**src/rtl/adc_uart_tx.sv**
```systemverilog
// adc_uart_tx: buffers 12-bit ADC samples in a FIFO and sends each one over
// an 8N1 UART as two bytes, high byte ({4'b0, sample[11:8]}) first.
// Ports:
//   clk, rst_n         - clock, asynchronous active-low reset
//   adc_data           - 12-bit sample, captured only when adc_data_valid_go=1
//   adc_data_valid_go  - one-cycle push strobe
//   uart_tx            - serial line, idle high (registered)
//   tx_busy            - FIFO non-empty or frame in progress (registered)
//   fifo_full          - FIFO holds FIFO_DEPTH samples (registered)
//   drop_go            - one-cycle pulse per sample discarded on full (registered)
module adc_uart_tx #(
    parameter int unsigned CLK_FREQ   = 50_000_000,
    parameter int unsigned BAUD       = 115200,
    parameter int unsigned FIFO_DEPTH = 128
) (
    input  logic        clk,
    input  logic        rst_n,
    input  logic [11:0] adc_data,
    input  logic        adc_data_valid_go,
    output logic        uart_tx,
    output logic        tx_busy,
    output logic        fifo_full,
    output logic        drop_go
);

    localparam int unsigned BIT_CYCLES = CLK_FREQ / BAUD;
    localparam int unsigned TW         = $clog2(BIT_CYCLES + 1);
    localparam int unsigned AW         = $clog2(FIFO_DEPTH);
    localparam int unsigned CW         = AW + 1;
    localparam int unsigned DW         = 12;

    typedef enum logic [1:0] {
        ST_IDLE,
        ST_START,
        ST_DATA,
        ST_STOP
    } state_e;

    logic [DW-1:0] fifo_mem [FIFO_DEPTH];

    logic [AW-1:0] wr_ptr_q, wr_ptr_d;
    logic [AW-1:0] rd_ptr_q, rd_ptr_d;
    logic [CW-1:0] count_q, count_d;
    state_e        state_q, state_d;
    logic [TW-1:0] timer_q, timer_d;
    logic [2:0]    bit_idx_q, bit_idx_d;
    logic          byte_sel_q, byte_sel_d;
    logic [7:0]    lo_byte_q, lo_byte_d;
    logic [7:0]    shift_q, shift_d;
    logic          uart_tx_q, uart_tx_d;
    logic          tx_busy_q, tx_busy_d;
    logic          fifo_full_q, fifo_full_d;
    logic          drop_go_q, drop_go_d;

    logic          full_c;
    logic          empty_c;
    logic          push_c;
    logic          pop_c;
    logic          bit_done_c;
    logic [DW-1:0] rdata_c;

    // Full is judged on the pre-edge count, so a same-edge pop cannot rescue a push
    assign full_c     = (count_q == CW'(FIFO_DEPTH));
    assign empty_c    = (count_q == '0);
    assign push_c     = adc_data_valid_go && !full_c;
    assign bit_done_c = (timer_q == TW'(BIT_CYCLES - 1));
    assign rdata_c    = fifo_mem[rd_ptr_q];

    // Sample storage
    always_ff @(posedge clk) begin
        if (push_c) begin
            fifo_mem[wr_ptr_q] <= adc_data;
        end
    end

    // FIFO bookkeeping and registered status outputs
    always_comb begin
        wr_ptr_d    = wr_ptr_q;
        rd_ptr_d    = rd_ptr_q;
        count_d     = count_q;
        if (push_c) begin
            wr_ptr_d = wr_ptr_q + AW'(1);
        end
        if (pop_c) begin
            rd_ptr_d = rd_ptr_q + AW'(1);
        end
        case ({push_c, pop_c})
            2'b10:   count_d = count_q + CW'(1);
            2'b01:   count_d = count_q - CW'(1);
            default: count_d = count_q;
        endcase
        fifo_full_d = (count_d == CW'(FIFO_DEPTH));
        drop_go_d   = adc_data_valid_go && full_c;
        tx_busy_d   = !empty_c || (state_q != ST_IDLE);
    end

    // UART framing FSM: next state, bit timer, shift register and line level
    always_comb begin
        state_d    = state_q;
        timer_d    = timer_q;
        bit_idx_d  = bit_idx_q;
        byte_sel_d = byte_sel_q;
        lo_byte_d  = lo_byte_q;
        shift_d    = shift_q;
        pop_c      = 1'b0;
        uart_tx_d  = 1'b1;

        case (state_q)
            ST_IDLE: begin
                uart_tx_d = 1'b1;
                timer_d   = '0;
                if (!empty_c) begin
                    pop_c      = 1'b1;
                    lo_byte_d  = rdata_c[7:0];
                    shift_d    = {4'b0000, rdata_c[11:8]};
                    byte_sel_d = 1'b0;
                    state_d    = ST_START;
                end
            end
            ST_START: begin
                uart_tx_d = 1'b0;
                timer_d   = timer_q + TW'(1);
                if (bit_done_c) begin
                    timer_d   = '0;
                    bit_idx_d = '0;
                    state_d   = ST_DATA;
                end
            end
            ST_DATA: begin
                uart_tx_d = shift_q[0];
                timer_d   = timer_q + TW'(1);
                if (bit_done_c) begin
                    timer_d   = '0;
                    shift_d   = {1'b0, shift_q[7:1]};
                    bit_idx_d = bit_idx_q + 3'(1);
                    if (bit_idx_q == 3'd7) begin
                        state_d = ST_STOP;
                    end
                end
            end
            ST_STOP: begin
                uart_tx_d = 1'b1;
                timer_d   = timer_q + TW'(1);
                if (bit_done_c) begin
                    timer_d = '0;
                    if (!byte_sel_q) begin
                        // Low byte follows immediately, no idle gap
                        byte_sel_d = 1'b1;
                        shift_d    = lo_byte_q;
                        state_d    = ST_START;
                    end else begin
                        state_d = ST_IDLE;
                    end
                end
            end
            default: begin
                state_d = ST_IDLE;
            end
        endcase
    end

    // State registers
    always_ff @(posedge clk or negedge rst_n) begin
        if (!rst_n) begin
            wr_ptr_q    <= '0;
            rd_ptr_q    <= '0;
            count_q     <= '0;
            state_q     <= ST_IDLE;
            timer_q     <= '0;
            bit_idx_q   <= '0;
            byte_sel_q  <= 1'b0;
            lo_byte_q   <= '0;
            shift_q     <= '0;
            uart_tx_q   <= 1'b1;
            tx_busy_q   <= 1'b0;
            fifo_full_q <= 1'b0;
            drop_go_q   <= 1'b0;
        end else begin
            wr_ptr_q    <= wr_ptr_d;
            rd_ptr_q    <= rd_ptr_d;
            count_q     <= count_d;
            state_q     <= state_d;
            timer_q     <= timer_d;
            bit_idx_q   <= bit_idx_d;
            byte_sel_q  <= byte_sel_d;
            lo_byte_q   <= lo_byte_d;
            shift_q     <= shift_d;
            uart_tx_q   <= uart_tx_d;
            tx_busy_q   <= tx_busy_d;
            fifo_full_q <= fifo_full_d;
            drop_go_q   <= drop_go_d;
        end
    end

    assign uart_tx   = uart_tx_q;
    assign tx_busy   = tx_busy_q;
    assign fifo_full = fifo_full_q;
    assign drop_go   = drop_go_q;

endmodule

```
**config.mk**
```make
export PLATFORM = sky130hd
export DESIGN_NAME = adc_uart_tx
export DESIGN_NICKNAME = d
export VERILOG_FILES = /design/src/rtl/adc_uart_tx.sv
export SDC_FILE = /design/constraint.sdc
export NUM_CORES = 2
export LEC_CHECK = 0
export BUFFER_PORTS_ARGS = -buffer_cell sky130_fd_sc_hd__buf_2
export CORE_ASPECT_RATIO = 0.75
export CORE_MARGIN = 5
export CORE_UTILIZATION = 58
export CTS_CLUSTER_DIAMETER = 60
export CTS_CLUSTER_SIZE = 16
export DETAILED_ROUTE_END_ITERATION = 8
export PLACE_DENSITY = 0.74
export SLEW_MARGIN = 40
export SYNTH_ARGS = -nofsm -noshare
export SYNTH_HDL_FRONTEND = slang
export SYNTH_SLANG_ARGS = --single-unit
```
**constraint.sdc**
```tcl
create_clock -name clk -period 4.3 [get_ports clk]
set_input_delay 0.43 -clock clk [delete_from_list [all_inputs] [get_ports clk]]
set_output_delay 0.43 -clock clk [all_outputs]
set_load 0.1 [all_outputs]
```
Word-level counts from Yosys, hierarchy flattened
Memory sizes are Yosys's and may differ from the RTL's.
Index checks and enable logic that the tools add are counted.
{"block": "op_classes", "bitwise_logic": 1, "add_sub_neg": 6, "n_shift": 0, "muxes": 26, "reduce_logical": 18, "n_eq_ne": 15, "order_cmp": 0, "multipliers": 0, "div": 0}
{"op": "$mux 8", "count": 4}
{"op": "$pmux 8 s3", "count": 1}
{"op": "$pmux 9 s2", "count": 1}
{"op": "$eq 8x8->1 const B", "count": 2}
{"op": "$pmux 8 s2", "count": 1}
{"op": "$add 7x1->7 const B", "count": 2}
{"op": "$ne 2x2->1 const B", "count": 6}
{"op": "$mux 2", "count": 5}
{"op": "$reduce_and 5->1", "count": 2}
{"op": "$add 9x1->9 const B", "count": 1}
{"op": "$eq 9x9->1 const B", "count": 1}
{"op": "$mux 9", "count": 1}
{"op": "$add 8x1->8 const B", "count": 1}
{"op": "$logic_not 8->1", "count": 1}
{"op": "$pmux 2 s4", "count": 1}
{"op": "$sub 8x1->8 const B", "count": 1}
{"op": "$mux 1", "count": 7}
{"op": "$eq 2x2->1 const B", "count": 3}
{"op": "$mux 3", "count": 2}
{"op": "$pmux 3 s2", "count": 1}
{"op": "$reduce_and 3->1", "count": 2}
{"op": "$reduce_bool 2->1", "count": 3}
{"op": "$eq 2x1->1 const B", "count": 2}
{"op": "$add 3x1->3 const B", "count": 1}
{"op": "other kinds (12)", "count": 14}
{"block": "totals", "mem_count": 1, "latchBits": 0, "in_bits": 15, "out_inout_bits": 4, "romBits": 0, "reg_bits": 57, "ramBits": 1536}
{"name": "fifo_mem", "depth": 128, "word_bits": 12, "rd": 1, "rd_clocked_by_memory_dff": 0, "wr": 1, "line_no": "39", "rtl": "logic [DW-1:0] fifo_mem [FIFO_DEPTH];"}

Logic depth before layout (Yosys ltp)
{"block": "depth", "depth_word": 6, "mapped_depth": 15}

Worst setup path before layout
OpenSTA, ideal clock, no wires.
{"block": "synth_path", "path_kind": "reg-to-reg", "from": "register count_q[4]", "to": "register fifo_full_q, in the netlist fifo_full", "period_less_slack_ns": 3.680, "path_stages_with_launch": 16, "required_ns": 4.204, "setup_time_ns": 0.096, "arrival_ns": 3.585, "slack_ns": 0.620, "cell_sequence": "dfrtp_1 > buf_2 > or4_4 > o31ai_4 > inv_2 > clkbuf_1 > clkbuf_1 > ha_1 > clkbuf_1 > nor2_1 > and4_1 > a32oi_1 > mux2i_1 > xor2_1 > or4b_1 > nor4_2"}
{"block": "synth_between", "elab_chain_len": 6, "word_cells_on_any_way": 12, "classes_between": "add/sub (2); eq/ne (4); mux (3); reduce/logical (3)"}
{"element": "start: declaration", "line_no": "43", "rtl": "logic [CW-1:0] count_q, count_d;"}
{"element": "start signal: assignment", "line_no": "181", "rtl": "count_q <= count_d;"}
{"element": "$logic_not 8->1 / $eq 8x8->1 (equally long branches)", "line_no": "64, 63"}
{"element": "$mux 1 / $logic_not 1->1 (equally long branches)", "line_no": "112, 65"}
{"element": "$mux 1 / $logic_and 1x1->1 (equally long branches)", "line_no": "108, 65"}
{"element": "$eq 2x1->1 / $eq 2x2->1 (equally long branches)", "line_no": "87", "rtl": "case ({push_c, pop_c})"}
{"element": "$pmux 8 s2 *", "line_no": "87"}
{"element": "via count_d[7]", "line_no": "43"}
{"element": "$eq 8x8->1 *", "line_no": "92", "rtl": "fifo_full_d = (count_d == CW'(FIFO_DEPTH));"}
{"element": "via fifo_full_d", "line_no": "52", "rtl": "logic fifo_full_q, fifo_full_d;"}
{"element": "end signal: assignment", "line_no": "190", "rtl": "fifo_full_q <= fifo_full_d;"}
{"element": "end: declaration", "line_no": "52"}
The timed path passes the listed nets; every way through them passes the cells marked *.
A chain may end at the register's enable or synchronous reset.

Worst setup path in the final report
Ends and elaborated chain as after synthesis.

==> metrics.md <==
| Metric | Value |
|---|---|
| # setup viols final | 0 |
| GRT Total Usage | 0.262 |
| Largest net degree at the start of global routing | 99 |
| Final Cell Area | about 0.07 sq mm |
| Clock power share | 0.347 |
| Post-Synth Simple-Gate Area | 0.0273 |
| DRC viols | 0 |
| Worst min path class | in2reg |
| Commonest non-fill, non-tap cell in the layout | edfxtp_1 |
| Total grt overflow | 0 |
| Hold Fails Final Rpt | 0 |
| Worst Hold Launch | adc_data_valid_go |
| Compound-Gate Fraction of Synth Area | 0.0254 |
| DR iter-0 viols | about 4,600 |
| Vias per cell | 6.76 |
| Initial antenna violation count | 5 |
| Worst vdd ir | 0.320 mV |
| Sequential power share | 0.604 |
| Commonest cells after routing, fill and taps aside | edfxtp_1, mux4_2, buf_4, nor2_1, clkbuf_16 |
| Total die area | 0.113 sq mm |
| Status | completed |
| PortBufs | 18 |
| Post-Route WL | 148,000 um |
| RSZ-0062 raised after global routing | false |
| Yosys top cell area share | 0.746 |
| Psw | 6.32 mW |
| Slew headroom | 0.474 |
| HPWL after DPL | 92,400 um |
| Core Footprint | 0.106 sq mm |
| Internal power | around 23 mW |
| Clk slew on worst S/H paths | 70 ps |
| Die X | 387 um |
| Post-CTS Repair Setup Buffers | 0 |
| Crit path kind | reg2reg |
| Ys flop type | edfxtp_1 |
| Post-route insts no fill | 4,540 |
| CTS H-tree lvls | 3 |
| Setup_tns | 0 ps |
| Worst Skew | roughly 37 ps |
| Drt pass-1 iters | 5 |
| Nets | 3,079 |
| TritonCTS clock tree | yes |
| Vias | 30,700 |
| FF+latch count, synth | approximately 1,600 |
| Asr flop ratio synth | 0.0358 |
| Reg2reg setup slack | 630 ps |
| Final Slew Violations | 0 |
| Syn nets | around 2,900 |
| Minimum clock period | 3670 ps |
| Final Util | 0.648 |
| DP Worst Slack | between 600 and 700 ps |
| Post-synthesis adder-cell area fraction | 0.00283 |
| Initial core utilization | 0.586 |
| Synth cell types | 65 |
| Yosys warning total | 0 |
| Final worst slack | 633 ps |
| Worst setup path end | fifo_full |
| Area contributors post-synth | edfxtp_1, mux4_2, dfrtp_1 |
| Mapped Cells | 2,870 |
| Crit Path Max Fanout | 9 |
| Max Cap Viol | 0 |
| Tot Pwr | 29.1 mW |
| First-pass GRT wire length | approximately 210,000 um |
| Crit path launch | count_q[4] |
| F_max | between 0.2 and 0.3 GHz |
| Cells on worst reg2reg path | 11 |
| Mean Syn Cell Area | 21.5 sq um |
| Ports | 19 |
| RR Startpoint | count_q[4] |
| Clock sink count | 1,593 |
| Wire per inst | around 33 um |
| Clock tree buffer depth | 3 |
| Required @ worst endpoint | a little under 5000 ps |
| P per Cell Area | ~430 mW/mm^2 |
| Share of total power in combinational logic | 0.049 |
| Crit. End Element | flip-flop |
| Die height | 293 um |
| Critical register-to-register path endpoint | fifo_full |
| Synthesized cell area | 0.0618 sq mm |
| Area of placed instances | 0.0650 sq mm |
| EDFF count, synth | 1,536 |
| Row Count | 103 |
| Cts bufs inserted | 113 |
| Largest area contributor in the netlist | edfxtp_1 |
| Root buf cell | clkbuf_16 |
| Placed insts | roughly 4,300 |
| Antenna viol nets, final | 0 |
| Sequential fraction of the synthesis area | 0.769 |
| Clk_lat worst skew | 740 ps |
| Critical path launch point type | flip-flop |
| Switching Fraction | 0.217 |
| Vias in the first global route | 30,300 |
| Hold Worst Slack | 74.2 ps |
| Critical Path AT | 4290 ps |
| Leak | approximately 21 nW |
| Post-synthesis mux area share | 0.159 |
| Final Wtd Congestion | 0.944 |
| XOR/XNOR Fraction of Synth Area | 0.00447 |
| Crit share post-route | 0.853 |
| Worst Tran Pin Value | between 700 and 800 ps |
| Fraction of layout cells with a size suffix above 1 | 0.261 |
| Syn-to-layout area delta | 10.6% |
| Largest family of logic cells by synthesized area | multiplexers |
==> worst max-delay path, stage by stage, from the launching register on <==
cell and delay (ps):
dfrtp_1 490, or4_4 610, o31ai_4 270, inv_2 130, ha_1 400, buf_4 200
nor3b_1 270, a32oi_1 150, mux2i_1 220, xor2_1 200, or4b_1 470, nor4_2 160
==> layout make-up <==
| class | count | area, sq um |
|---|---|---|
| inverters | 15 | 56.3 |
| clock inverters | 15 | 178 |
| multi-input cells | 1100 | 13700 |
| fillers | 6683 | 37200 |
| well taps | 1417 | 1770 |
| repair buffers | 227 | 2020 |
| diodes | 1 | 2.50 |
| clock buffers | 172 | 3120 |
| flip-flops and latches | 1593 | 47600 |
==> flip-flops by register name, summed over array words and instances, names as in the netlist <==
| name | count |
|---|---|
| fifo_mem | 1536 |
| timer_q | 9 |
| count_q | 8 |
| lo_byte_q | 8 |
| shift_q | 8 |
| rd_ptr_q | 7 |
| wr_ptr_q | 7 |
| bit_idx_q | 3 |
| state_q | 2 |
| byte_sel_q | 1 |
| drop_go | 1 |
| fifo_full | 1 |
| tx_busy | 1 |
| uart_tx | 1 |
==> routing by layer <==
layer	global-route usage	vias to the layer above	wire length (um)	share of wire
li1	-	12300	-	-
met1	0.406	16200	59200	0.40
met2	0.387	1941	67000	0.45
met3	0.0636	217	17900	0.12
met4	0.0611	4	3750	0.025
met5	0	-	32	0.00022
==> kinds of logic (layout without fill, tap and decap cells) <==
family,Yosys count,after routing
AND/OR/NAND/NOR,359,359
other,0,1
AO/OA/AOI/OAI,222,222
adder cells (fa/ha/maj),14,14
buffers and inverters,177,429
flip-flops,1593,1593
multiplexers,475,475
XOR/XNOR,30,30
==> power groups by stage <==
stage | Sequential (mW) | Combinational [mW] | Clock [mW]
6_report | 17.6 | 1.43 | 10.1
5_1_grt | 17.6 | 1.51 | 10.9
4_1_cts | 17.6 | 1.40 | 10.2
3_5_place_dp | 17.9 | 1.39 | 0
3_3_place_gp | 17.9 | 1.36 | 0
2_1_floorplan | 17.8 | 0.700 | 0
==> what timing repair did <==
item | in CTS | in global routing
endpoints found under the hold margin | 39 | 0
hold buffers | 1 | 0
resized for setup | 0 | 0
setup endpoints to repair | 0 | 0
==> synth_stat cells (3+ instances only) <==
library cell  number
edfxtp_1        1536
mux4_2           406
nor2_1           170
clkbuf_1          83
mux2i_1           64
a22oi_1           62
dfrtp_1           56
nand2_1           54
a21oi_1           45
buf_2             45
buf_1             29
nand3_1           28
o22ai_1           22
nor2b_1           21
a22o_1            19
xnor2_1           19
nor4_1            16
a221oi_1          15
ha_1              14
nor3_1            14
inv_1             11
nand4_1           10
xor2_1            10
o21ai_0            9
o21ai_1            8
a32oi_1            7
and3_1             7
nand3b_1           7
a31oi_1            6
mux2_2             5
or3_1              5
and2_1             4
buf_4              4
nor3b_1            4
o2111ai_1          4
a2bb2oi_1          3
and4_1             3
inv_2              3
nand2b_1           3
o211ai_1           3
o22a_1             3
or3b_2             3
==> how the worst min path moves through the flow <==
stage                      end  cells past startpoint  slack [ps]
6_report               drop_go                      2          70
2_1_floorplan     bit_idx_q[0]                      0         130
5_1_grt        fifo_mem[46][9]                      1          50
3_5_place_dp      lo_byte_q[1]                      2         480
3_3_place_gp      lo_byte_q[1]                      2         470
4_1_cts                drop_go                      2          30
(Power assumes the default switching activity.)
